### src/rtl/rx_char_fifo_p_pkg.sv
// Shared character codes and entry format for the receive character queue.
package rx_char_fifo_p_pkg;

  localparam logic [1:0] EOP = 2'b01;
  localparam logic [1:0] EEP = 2'b10;

  // Entry layout matches dat_o: {lchar flag, character}.
  typedef struct packed {
    logic       lchar;
    logic [7:0] ch;
  } entry_t;

  function automatic logic is_eop(input logic [1:0] code);
    return (code == EOP) || (code == EEP);
  endfunction

endpackage

### src/rtl/rx_fifo_ram.sv
// Queue storage: one synchronous write port, asynchronous read, no reset.
module rx_fifo_ram
  import rx_char_fifo_p_pkg::*;
#(
  parameter int DEPTH_LOG2 = 3
) (
  input  logic                  clk,
  input  logic                  i_we,
  input  logic [DEPTH_LOG2-1:0] i_waddr,
  input  entry_t                i_wdata,
  input  logic [DEPTH_LOG2-1:0] i_raddr,
  output entry_t                o_rdata
);

  entry_t r_mem [2**DEPTH_LOG2];

  always_ff @(posedge clk) begin
    if (i_we) r_mem[i_waddr] <= i_wdata;
  end

  assign o_rdata = r_mem[i_raddr];

endmodule

### src/rtl/rx_char_fifo_p.sv
// Receive character queue: filters control characters, counts stored packet
// terminators, and serves reads through a registered strobe/acknowledge pair.
module rx_char_fifo_p
  import rx_char_fifo_p_pkg::*;
#(
  parameter int DEPTH_LOG2  = 3,
  parameter int AFULL_LEVEL = (2**DEPTH_LOG2) - 2,
  parameter int KEEP_CTRL   = 0
) (
  input  logic                clk,
  input  logic                reset,
  input  logic                nchar,
  input  logic                lchar,
  input  logic [7:0]          char_i,
  input  logic                stb_i,
  output logic                ack_o,
  output logic [8:0]          dat_o,
  output logic                full_o,
  output logic                empty_o,
  output logic                almost_full_o,
  output logic [DEPTH_LOG2:0] level_o,
  output logic [DEPTH_LOG2:0] pkt_cnt_o,
  output logic                ovf_o,
  input  logic                ovf_clr_i
);

  localparam int                  LW      = DEPTH_LOG2 + 1;
  localparam logic [LW-1:0]       FULL_LV = LW'(2**DEPTH_LOG2);
  localparam logic [LW-1:0]       AF_LV   = LW'(AFULL_LEVEL);
  localparam logic [LW-1:0]       ONE     = LW'(1);
  localparam logic [DEPTH_LOG2-1:0] PTR_ONE = DEPTH_LOG2'(1);

  logic                  r_ack;
  logic                  r_ovf;
  logic [LW-1:0]         r_level;
  logic [LW-1:0]         r_pkt;
  logic [DEPTH_LOG2-1:0] r_wp;
  logic [DEPTH_LOG2-1:0] r_rp;

  logic   w_keep;
  logic   w_char_eop;
  logic   w_we;
  logic   w_full;
  logic   w_empty;
  logic   w_pop;
  logic   w_wr_acc;
  logic   w_ovf_evt;
  logic   w_st_pkt;
  logic   w_pop_pkt;
  entry_t w_wdata;
  entry_t w_head;

  assign w_keep     = (KEEP_CTRL != 0);
  assign w_char_eop = is_eop(char_i[1:0]);
  assign w_we       = nchar | (lchar & (w_char_eop | w_keep));
  assign w_full     = (r_level == FULL_LV);
  assign w_empty    = (r_level == '0);

  // An ack that lands on an empty queue pops nothing; a write then waits a cycle.
  assign w_pop      = r_ack & ~w_empty;
  assign w_wr_acc   = w_we & (~w_full | w_pop);
  assign w_ovf_evt  = w_we & w_full & ~w_pop;

  // lchar dominates when both strobes are high, so the entry is a control code.
  assign w_wdata.lchar = lchar;
  assign w_wdata.ch    = char_i;

  assign w_st_pkt  = w_wr_acc & lchar & w_char_eop;
  assign w_pop_pkt = w_pop & w_head.lchar & is_eop(w_head.ch[1:0]);

  rx_fifo_ram #(
    .DEPTH_LOG2 (DEPTH_LOG2)
  ) u_ram (
    .clk     (clk),
    .i_we    (w_wr_acc),
    .i_waddr (r_wp),
    .i_wdata (w_wdata),
    .i_raddr (r_rp),
    .o_rdata (w_head)
  );

  always_ff @(posedge clk or posedge reset) begin
    if (reset) begin
      r_ack <= 1'b0;
      r_wp  <= '0;
      r_rp  <= '0;
    end else begin
      r_ack <= stb_i;
      if (w_wr_acc) r_wp <= r_wp + PTR_ONE;
      if (w_pop)    r_rp <= r_rp + PTR_ONE;
    end
  end

  // Occupancy is tracked by its own counter rather than pointer difference.
  always_ff @(posedge clk or posedge reset) begin
    if (reset) begin
      r_level <= '0;
    end else begin
      case ({w_wr_acc, w_pop})
        2'b10:   r_level <= r_level + ONE;
        2'b01:   r_level <= r_level - ONE;
        default: r_level <= r_level;
      endcase
    end
  end

  always_ff @(posedge clk or posedge reset) begin
    if (reset) begin
      r_pkt <= '0;
    end else begin
      case ({w_st_pkt, w_pop_pkt})
        2'b10:   r_pkt <= r_pkt + ONE;
        2'b01:   r_pkt <= r_pkt - ONE;
        default: r_pkt <= r_pkt;
      endcase
    end
  end

  // A fresh overflow outranks a clear in the same cycle.
  always_ff @(posedge clk or posedge reset) begin
    if (reset)          r_ovf <= 1'b0;
    else if (w_ovf_evt) r_ovf <= 1'b1;
    else if (ovf_clr_i) r_ovf <= 1'b0;
  end

  assign ack_o         = r_ack;
  assign dat_o         = w_head;
  assign full_o        = w_full;
  assign empty_o       = w_empty;
  assign almost_full_o = (r_level >= AF_LV);
  assign level_o       = r_level;
  assign pkt_cnt_o     = r_pkt;
  assign ovf_o         = r_ovf;

endmodule

### config.mk
export PLATFORM = sky130hd
export DESIGN_NAME = rx_char_fifo_p
export DESIGN_NICKNAME = d
export VERILOG_FILES = /design/src/rtl/rx_char_fifo_p_pkg.sv /design/src/rtl/rx_fifo_ram.sv /design/src/rtl/rx_char_fifo_p.sv
export SDC_FILE = /design/constraint.sdc
export NUM_CORES = 1
export LEC_CHECK = 0
export ABC_AREA = 0
export CAP_MARGIN = 20
export CELL_PAD_IN_SITES_DETAIL_PLACEMENT = 1
export CELL_PAD_IN_SITES_GLOBAL_PLACEMENT = 2
export CORE_MARGIN = 2
export CORE_UTILIZATION = 40
export CTS_BUF_LIST = sky130_fd_sc_hd__clkbuf_8
export CTS_CLUSTER_SIZE = 16
export DETAILED_ROUTE_END_ITERATION = 10
export PLACE_DENSITY = 0.88
export SYNTH_ARGS = -nofsm -noshare
export SYNTH_HDL_FRONTEND = slang
export SYNTH_SLANG_ARGS = --single-unit
### constraint.sdc
create_clock -name clk -period 3.09 [get_ports clk]
set_clock_uncertainty 0.1 [all_clocks]
set_input_delay 0.618 -clock clk [delete_from_list [all_inputs] [get_ports clk]]
set_output_delay 0.618 -clock clk [all_outputs]
set_load 0.01 [all_outputs]
**Word-level counts from Yosys, hierarchy flattened**

Memories as Yosys holds them, arrays and structs flattened.
Index checks and enable logic that the tools add are counted.

- Bitwise logic cells: 14
- Shift operators: 0
- Div/mod/pow operators: 0
- $lt $le $gt $ge: 1
- Add/sub/neg operators: 6
- Muxes and demuxes: 6
- Equal/unequal tests: 9
- Multipliers: 0
- Reduce and logical (&&, ||, !) cells: 6

Operators by type and width:

| cell | count |
|---|---|
| case mux 4 bit (2 select lines) | 2 |
| bitwise AND 1 bit | 9 |
| adder 4 x 1 -> 4 bit (second input constant) | 2 |
| == test 2 x 1 -> 1 bit (second input constant) | 4 |
| == test 2 bit (second input constant) | 4 |
| subtractor 4 x 1 -> 4 bit (second input constant) | 2 |
| adder 3 x 1 -> 3 bit (second input constant) | 2 |
| nonzero test 2 bit | 3 |
| == test 4 bit (second input constant) | 1 |
| greater-or-equal comparator 4 x 3 -> 1 bit (second input constant) | 1 |
| logical NOT 4 bit | 1 |
| two-way mux 1 bit | 4 |
| inverter 1 bit | 3 |
| logical OR 1 bit | 2 |
| OR 1 bit | 2 |

- Memories: 1
- Memory bits (read-only): 0
- Flip-flop bits (word level): 16
- Logic and storage cells: 49
- Input port bits: 14
- Output and inout bits: 22
- Bits in writable memories: 72
- Latch bits: 0

Memories:

| name | depth | bits a word | read ports | clocked after Yosys merged registers in | write ports | RTL line | RTL |
|---|---|---|---|---|---|---|---|
| u_ram.r_mem | 8 | 9 | 1 | 0 | 1 | rx_fifo_ram.sv:15 | `entry_t r_mem [2**DEPTH_LOG2];` |

**Longest topological paths before layout**

Gate-level depths: netlist (run 1).

- Depth in word-level cells: 9
- Gate-level depth with buffers: 11
- Depth with buffers taken out: 10

**Cells and area by module**

Synthesis (run 1) repeated with hierarchy kept, for this count alone.

- Cell total of the unflattened synthesis: 198
- Area, all modules: 3802.4 sq um

Modules (own cells, without submodules):

| module | sequential area each (sq um) | times used | area an instance (sq um) | cells an instance |
|---|---|---|---|---|
| rx_fifo_ram | 2162.1 | 1 | 2839.0 | 117 |
| rx_char_fifo_p | 400.4 | 1 | 963.4 | 81 |

**Worst setup path before layout (run 1)**

No wires, ideal clock.

- Path type: reg2reg
- Start point: register r_rp[1]
- End point: register r_pkt[3], in the netlist pkt_cnt_o[3]
- Buffers on the path: 1
- Data arrival time: 2.764 ns
- Path slack: 0.146 ns
- Stages on the path, launching flop included: 12
- Period minus slack after synthesis: 2.944 ns
- Setup time: 0.080 ns
- Data required time: 2.910 ns
- Path through: dfrtp_1 -> buf_6 -> mux4_2 -> mux2_4 -> xor2_1 -> and3b_1 -> ha_1 -> ha_1 -> a21o_1 -> a21oi_1 -> mux2i_1 -> xnor2_1

- Longest elaborated chain between the ends: 6
- Elaborated cells between the ends (all ways): 10
- Classes of those cells: 4 x eq/ne; 1 x mux; 2 x bitwise; 2 x reduce/logical; 1 x memory

Ends and longest elaborated chain:

| what | RTL line | RTL |
|---|---|---|
| from (decl) | rx_char_fifo_p.sv:38 | `logic [DEPTH_LOG2-1:0] r_rp;` |
| from (signal assigned) | rx_char_fifo_p.sv:90 | `if (w_pop) r_rp <= r_rp + PTR_ONE;` |
| memory (8 x 9 bit) * | n/a |  |
| via dat_o[0] | rx_char_fifo_p.sv:17 | `output logic [8:0] dat_o,` |
| == test 2 x 1 -> 1 bit or == test 2 bit (tied branches) | rx_char_fifo_p_pkg.sv:14 | `return (code == EOP) \|\| (code == EEP);` |
| logical OR 1 bit * | rx_char_fifo_p_pkg.sv:14 |  |
| bitwise AND 1 bit * | rx_char_fifo_p.sv:69 | `assign w_pop_pkt = w_pop & w_head.lchar & is_eop(w_head.ch[1:0]);` |
| == test 2 x 1 -> 1 bit or == test 2 bit (tied branches) | rx_char_fifo_p.sv:111 | `case ({w_st_pkt, w_pop_pkt})` |
| case mux 4 bit (2 select lines) or nonzero test 2 bit (tied branches) | n/a |  |
| to (signal assigned) | rx_char_fifo_p.sv:112 | `2'b10: r_pkt <= r_pkt + ONE;` |
| to (signal assigned) | rx_char_fifo_p.sv:113 | `2'b01: r_pkt <= r_pkt - ONE;` |
| to (signal assigned) | rx_char_fifo_p.sv:114 | `default: r_pkt <= r_pkt;` |
| to (decl) | rx_char_fifo_p.sv:36 | `logic [LW-1:0] r_pkt;` |

The timed path passes the listed nets; every way through them passes the cells marked *.
A chain may end at the register's enable or synchronous reset.

**Final worst setup path (run 1)**

- Start point: register r_rp[0]
- End point: output port dat_o[2]

- Longest elaborated chain between the ends: 1

Ends and longest elaborated chain:

| what | RTL line |
|---|---|
| memory (8 x 9 bit) | n/a |
| to (decl) | rx_char_fifo_p.sv:17 |

No other way between the ends.

==> results of run 1 <==
-- worst paths after layout --
check / depth (start not counted) / start / endpoint / slack [ns]
min: 1 / pkt_cnt_o[3] / pkt_cnt_o[3] / 0.40
max in group asynchronous: 2 / reset / r_rp[1] / 1.84
max reg2reg: 10 / r_rp[1] / pkt_cnt_o[3] / 0.10
min reg2reg: 1 / pkt_cnt_o[3] / pkt_cnt_o[3] / 0.40
max: 4 / r_rp[0] / dat_o[2] / 0.08
min in group asynchronous: 2 / reset / level_o[1] / 0.56
-- layout by cell type, fill, tap and decap left out, drive strengths merged, types with 7 or more instances in the layout --
cell / n
buf: 24
dfrtp: 16
clkbuf: 9
xnor2: 7
inv: 13
clkdlybuf4s50: 34
ha: 7
edfxtp: 72
mux4: 18
mux2: 12
-- metal layers --
layer | part of all wire, % | vias to the layer above
met2 | 53 | 43
met3 | 2.6 | 4
li1 | - | 917
met4 | 1.1 | 0
met1 | 43 | 1053
met5 | 0 | -
-- sequential cells by signal, summed over array words and instances (netlist names) --
signal	flops
u_ram.r_mem	72
level_o	4
pkt_cnt_o	4
r_rp	3
r_wp	3
ack_o	1
ovf_o	1
-- kinds of logic (layout without fill, tap and decap cells) --
family	Yosys count	count (layout)	share of synthesized area, %
adder cells (fa/ha/maj)	9	9	3.384
AO/OA/AOI/OAI	14	14	3.650
flip-flops	88	88	67.95
buffers and inverters	16	85	2.488
multiplexers	34	34	16.09
XOR/XNOR	11	11	2.555
AND/OR/NAND/NOR	29	29	3.882
-- layout make-up --
type                       count  area [sq um]  area share, %
clock buffer                   9         123.9          2.677
clock inverter                 7         80.08          1.731
inverter                      10         37.54         0.8112
multi-input combinational     97          1137          24.58
sequential                    88          2565          55.44
tap                          111         138.9          3.002
timing repair buffer          59         544.3          11.76
-- what timing repair did --
action | 4_1_cts | 5_1_grt
setup endpoints to repair | 5 | 4
hold buffers | 0 | 0
pin swaps | 0 | 2
resized for setup | 4 | 4
cloned | 0 | 0
setup buffers | 0 | 2
-- stage by stage --
step / hold slack (ns) / worst slack, ns / setup TNS (ns) / utilization (%) / cells
3_5_place_dp: 0.3784 / -0.002391 / -0.002391 / 47.58 / 363
2_1_floorplan: 0.4084 / 0.1462 / 0 / - / 201
4_1_cts: 0.4049 / 0.009033 / 0 / 49.90 / 379
5_1_grt: 0.4152 / -0.007930 / -0.02015 / 50.31 / 381
6_report: 0.3962 / 0.07836 / 0 / 50.31 / 381
3_3_place_gp: 0.3934 / 0.09157 / 0 / 47.58 / 363
-- power by group --
group / switching [mW] / total, mW / internal, mW
registers: 0.232 / 1.80 / 1.57
clock network: 0.425 / 0.808 / 0.383
logic: 0.841 / 1.89 / 1.05
total: 1.50 / 4.50 / 3.01
-- synthesized netlist by cell type --
| master | instances |
|---|---|
| edfxtp_1 | 72 |
| dfrtp_1 | 16 |
| mux4_2 | 13 |
| inv_1 | 9 |
| ha_1 | 7 |
| mux2_2 | 7 |
| xnor2_1 | 7 |
| nor2_1 | 6 |
| mux4_1 | 5 |
| nand2_1 | 5 |
| nor3_1 | 5 |
| a21o_1 | 4 |
| mux2i_1 | 4 |
| nand3_1 | 4 |
| xor2_1 | 4 |
| a21oi_1 | 3 |
| mux2_1 | 3 |
| buf_2 | 2 |
| buf_6 | 2 |
| fa_1 | 2 |
| mux2_4 | 2 |
| nand2b_1 | 2 |
| nor4_1 | 2 |
| a211o_1 | 1 |
| a211oi_4 | 1 |
| a21oi_4 | 1 |
| and2_1 | 1 |
| and3b_1 | 1 |
| buf_12 | 1 |
| clkbuf_1 | 1 |
| inv_2 | 1 |
| nand2_2 | 1 |
| nand3b_1 | 1 |
| nand4_1 | 1 |
| o2111ai_1 | 1 |
| o21ai_0 | 1 |
| o22ai_1 | 1 |
| o41ai_4 | 1 |
==> qor.txt, run 1 <==
global-route layer with the greatest usage: met2
Avg Inst Size Synth: 18.76 sq um
die area: 10220 sq um
Area contributors post-synth: edfxtp_1, dfrtp_1, mux4_2
CP max stage delay: 0.56 ns
Fill cells: 872
drt pass-1 iters: 4
Area after DPL: 4375 sq um
# nets final: 288
Die Y: 101.1 um
cells along the critical path: buf_8 > mux4_1 > mux2_2 > clkdlybuf4s50_1
drt drc: 0
clk root buf: clkbuf_8
GR Util met2: 28.37%
WL/cell: 20.72 um
clk_lat worst skew: 0.35 ns
Post-DP HPWL: 5432 um
Initial Util: 41.01%
initial DRC count: 92
yosys warns: 0
first-pass GRT wire length: 12720 um
n_diodes: 0
Hold WC Path Type: register to register
post-synth cell types: 38
aggregate routed wire length: 7895 um
VDD IR max: 0.3806 mV
Final Max Tran Viols: 0
CTS max path bufs: 2
WP data arrival: 2.29 ns
CP max FO: 8
Worst slew margin: 54.34%
cell taking the most area after synthesis: edfxtp_1
Worst-Margin Slew: 0.6841 ns
Area Growth Syn to Fin: 22.69%
TritonCTS clock tree: done
Post-Syn Area: 3771 sq um
via count: 2017
status: finished, final reports clean
core area: 9196 sq um
pwr/cell area: 973.6 nW/um^2
IO Count: 36
met1 Usage GRT: 23.11%
post-synthesis register bit count: 88
GR Overflow Total: 0
clock slew at reported path FFs: 0.09 ns
sequential share of the synthesized area: 67.95%
layout cells sized above 1: 26.30%
Vias/cell: 5.294
Fmax: 0.3320 GHz
TritonCTS Buffers: 9
CTS sink cnt: 88
crit path launch type: register
final hold vios: 0
Setup crit end kind: primary output
post-route ant nets: 0
Tot Pwr: 4.505 mW
Synth Instances: 201
cell area after layout: 4627 sq um
antenna violations before repair: 0
max-cap viol count: 0
crit path kind: register to primary output
Placer Congestion: 0.7591
crit path max-delay cell type: mux4_1
CTS H-Tree Depth: 3
largest net degree at the start of global routing: 17
GRT Util Overall: 17.19%
Crit path buffers/inverters: 2
GR Util met3: 3.190%
Synth Net Count: 224
number of port buffers: 35
setup violators final: 0
Tmin final: 3.012 ns
period utilization: 97.46%
WP data required: 2.37 ns
share of the synthesized area in the top cell type: 57.33%
# rows: 35
leakage: 1.685 nW
number of global-route vias before repair: 2180
die width: 101.1 um
family with the most delay on the worst path: multiplexers
(Power assumes the default switching activity.)
==> run 2: changes to the inputs <==
--- a/config.mk
+++ b/config.mk
@@ -10,11 +10,12 @@
 export CELL_PAD_IN_SITES_DETAIL_PLACEMENT = 1
 export CELL_PAD_IN_SITES_GLOBAL_PLACEMENT = 2
 export CORE_MARGIN = 2
-export CORE_UTILIZATION = 40
+export CORE_UTILIZATION = 41
 export CTS_BUF_LIST = sky130_fd_sc_hd__clkbuf_8
 export CTS_CLUSTER_SIZE = 16
 export DETAILED_ROUTE_END_ITERATION = 10
-export PLACE_DENSITY = 0.88
+export PLACE_DENSITY_LB_ADDON = 0.1
 export SYNTH_ARGS = -nofsm -noshare
 export SYNTH_HDL_FRONTEND = slang
+export SYNTH_HIERARCHICAL = 1
 export SYNTH_SLANG_ARGS = --single-unit
==> run 2 against run 1 <==
Against the previous run: clock power about the same; critical path depth unchanged; register-to-register slack improved by 0.07 ns; routed wire length decreased by 3.4%; largest cell class unchanged; largest power group unchanged.
==> qor.txt, run 2 <==
GR Overflow Total: 0 (unchanged)
drt pass-1 iters: 4 (unchanged)
IO Count: 36 (unchanged)
CTS max path bufs: 2 (unchanged)
most common cell in the netlist: edfxtp_1
most frequent cells in the layout: edfxtp_1, clkdlybuf4s50_1, mux4_1
yosys warns: 6 (+6)
Post-Syn Area: 3802 sq um (+0.83%)
post-synth cell types: 42 (+11%)
# hold bufs at CTS: 0 (unchanged)
clock slew at reported path FFs: 0.09 ns (about the same)
via count: 1948 (-3.4%)
Synth Instances: 198 (-1.5%)
initial DRC count: 88 (-4.3%)
Post-synth top cells: edfxtp_1, mux4_1, dfrtp_1, mux2_2, xor2_1
Die Y: 100.3 um (-0.79%)
layout cells sized above 1: 25.57% (-0.72 points)
cells along the critical path: buf_6 > mux4_1 > mux2_2 > clkdlybuf4s50_1
largest family of logic cells by synthesized area: multiplexers
Area contributors post-synth: edfxtp_1, mux4_1, dfrtp_1
Vias/cell: 5.223 (-1.3%)
crit path max-delay cell type: mux4_1
most common cell after layout, fill and taps aside: edfxtp_1
WP data arrival: 2.24 ns (-0.05 ns)
drt drc: 0 (unchanged)
VDD IR max: 0.4112 mV (+8.0%)
Worst slew margin: 50.99% (-3.4 points)
GRT Util Overall: 16.38% (-0.81 points)
first-pass GRT wire length: 11930 um (-6.2%)
WP data required: 2.37 ns (about the same)
status: finished, final reports clean
period utilization: 95.80% (-1.7 points)
Area Growth Syn to Fin: 22.47%
Fin Hold WS: 0.3662 ns (-0.02996 ns)
number of port buffers: 35 (unchanged)
Fmax: 0.3378 GHz (+1.7%)
crit path launch type: register
post-synthesis register bit count: 88 (unchanged)
Final Max Tran Viols: 0 (unchanged)
crit path kind: register to primary output
aggregate routed wire length: 7624 um (-3.4%)
family with the most delay on the worst path: multiplexers
# rows: 35 (unchanged)
Hold WC Path Type: register to register
# nets final: 279 (-3.1%)
Post-DP HPWL: 5314 um (-2.2%)
clk_lat worst skew: 0.35 ns (about the same)
Synth Net Count: 220 (-1.8%)
Tmin final: 2.960 ns (-0.05154 ns)
Post-synth EDFFs: 72 (unchanged)
leakage: 1.711 nW (+1.5%)
Primary FF master, synth: edfxtp_1
sequential share of the synthesized area: 67.39% (-0.56 points)
post-route ant nets: 0 (unchanged)
setup violators final: 0 (unchanged)
n_diodes: 0 (unchanged)
Tot Pwr: 4.422 mW (-1.8%)
die area: 10060 sq um (-1.6%)
share of the synthesized area in the top cell type: 56.86% (-0.47 points)
asr flop ratio synth: 18.18% (unchanged)
WL/cell: 20.44 um (-1.4%)
complex-gate fraction of the synthesized area: 2.962% (-0.69 points)
post-synthesis simple-gate area fraction: 4.903% (+1.0 points)
Avg Inst Size Synth: 19.20 sq um (+2.4%)
largest net degree at the start of global routing: 17 (unchanged)
max reg flops: 72 (unchanged)
mux cell area share after synthesis: 17.01% (+0.92 points)
Setup crit end kind: primary output
Initial Util: 41.74% (+0.74 points)
antenna violations before repair: 0 (unchanged)
Worst-Margin Slew: 0.7344 ns (+0.05031 ns)
core area: 9109 sq um (-0.95%)
Placer Congestion: 0.7745 (+2.0%)
TritonCTS Buffers: 9 (unchanged)
CTS sink cnt: 88 (unchanged)
max-cap viol count: 0 (unchanged)
Biggest register: u_ram/r_mem
adder-cell area share of the yosys netlist: 2.830% (-0.55 points)
final hold vios: 0 (unchanged)
Crit path buffers/inverters: 2 (unchanged)
pwr/cell area: 949.5 nW/um^2 (-2.5%)
CTS H-Tree Depth: 3 (unchanged)
cell taking the most area after synthesis: edfxtp_1
number of global-route vias before repair: 2208 (+1.3%)
clk root buf: clkbuf_8
xor/xnor share of the synthesized area: 2.994% (+0.44 points)
CP max FO: 7 (-1)
TritonCTS clock tree: done
CP max stage delay: 0.56 ns (about the same)
die width: 100.3 um (-0.79%)
run 2: timing repair:
action / CTS / global route
setup buffers: 2 / 0
gates resized for setup: 6 / 13
pin swaps: 0 / 2
cloned: 0 / 0
setup endpoints to repair: 8 / 5
run 2: cell type report:
type,count,area [sq um]
clock inverter,7,80.08
sequential,88,2564
multi-input combinational,98,1214
timing repair buffer,53,508.0
inverter,7,28.78
tap,111,138.9
fill,831,4452
clock buffer,9,123.9
run 2: per-stage QoR:
stage	instance area (sq um)	setup WS (ns)	utilization (%)	std cells	TNS [ns]
after floorplan	3805	0.0007152	-	198	0
after global placement	4370	0.1640	47.98	355	0
after detailed placement	4370	0.009359	47.98	355	0
after CTS	4606	0.001090	50.56	373	0
after global routing	4657	-0.008538	51.13	373	-0.008538
final	4657	0.1299	51.13	373	0
run 2: kinds of logic (layout without fill, tap and decap cells):
| family | count (synthesis) | after routing |
|---|---|---|
| DFF | 88 | 88 |
| muxes | 33 | 33 |
| and+or+nand+nor | 31 | 31 |
| AOI/OAI and AO/OA | 13 | 13 |
| xor gates and xnor gates | 13 | 13 |
| buffers and inverters | 12 | 76 |
| adders and majority gates | 8 | 8 |
run 2: per-layer routing:
layer | GRT usage [%] | part of all wire [%] | vias to the layer above
met5 | 0 | 0 | -
met4 | 3.793 | 0.34 | 0
met3 | 3.900 | 2.6 | 2
met2 | 27.41 | 50 | 30
met1 | 21.87 | 47 | 1008
li1 | - | - | 908
run 2: final timing paths:
path / from / cells after the start / end / slack, ns
max in group asynchronous: reset / 2 / r_rp[0] / 1.79
worst min register to register: pkt_cnt_o[3] / 1 / pkt_cnt_o[3] / 0.37
worst max-delay path: r_rp[0] / 4 / dat_o[8] / 0.13
worst max register to register: r_rp[0] / 10 / pkt_cnt_o[3] / 0.17
worst min-delay path: pkt_cnt_o[3] / 1 / pkt_cnt_o[3] / 0.37
min in group asynchronous: reset / 2 / pkt_cnt_o[3] / 0.59
run 2: power breakdown:
group / internal [mW] / switching (mW)
sequential: 1.57 / 0.196
combinational: 1.03 / 0.819
clock: 0.382 / 0.424
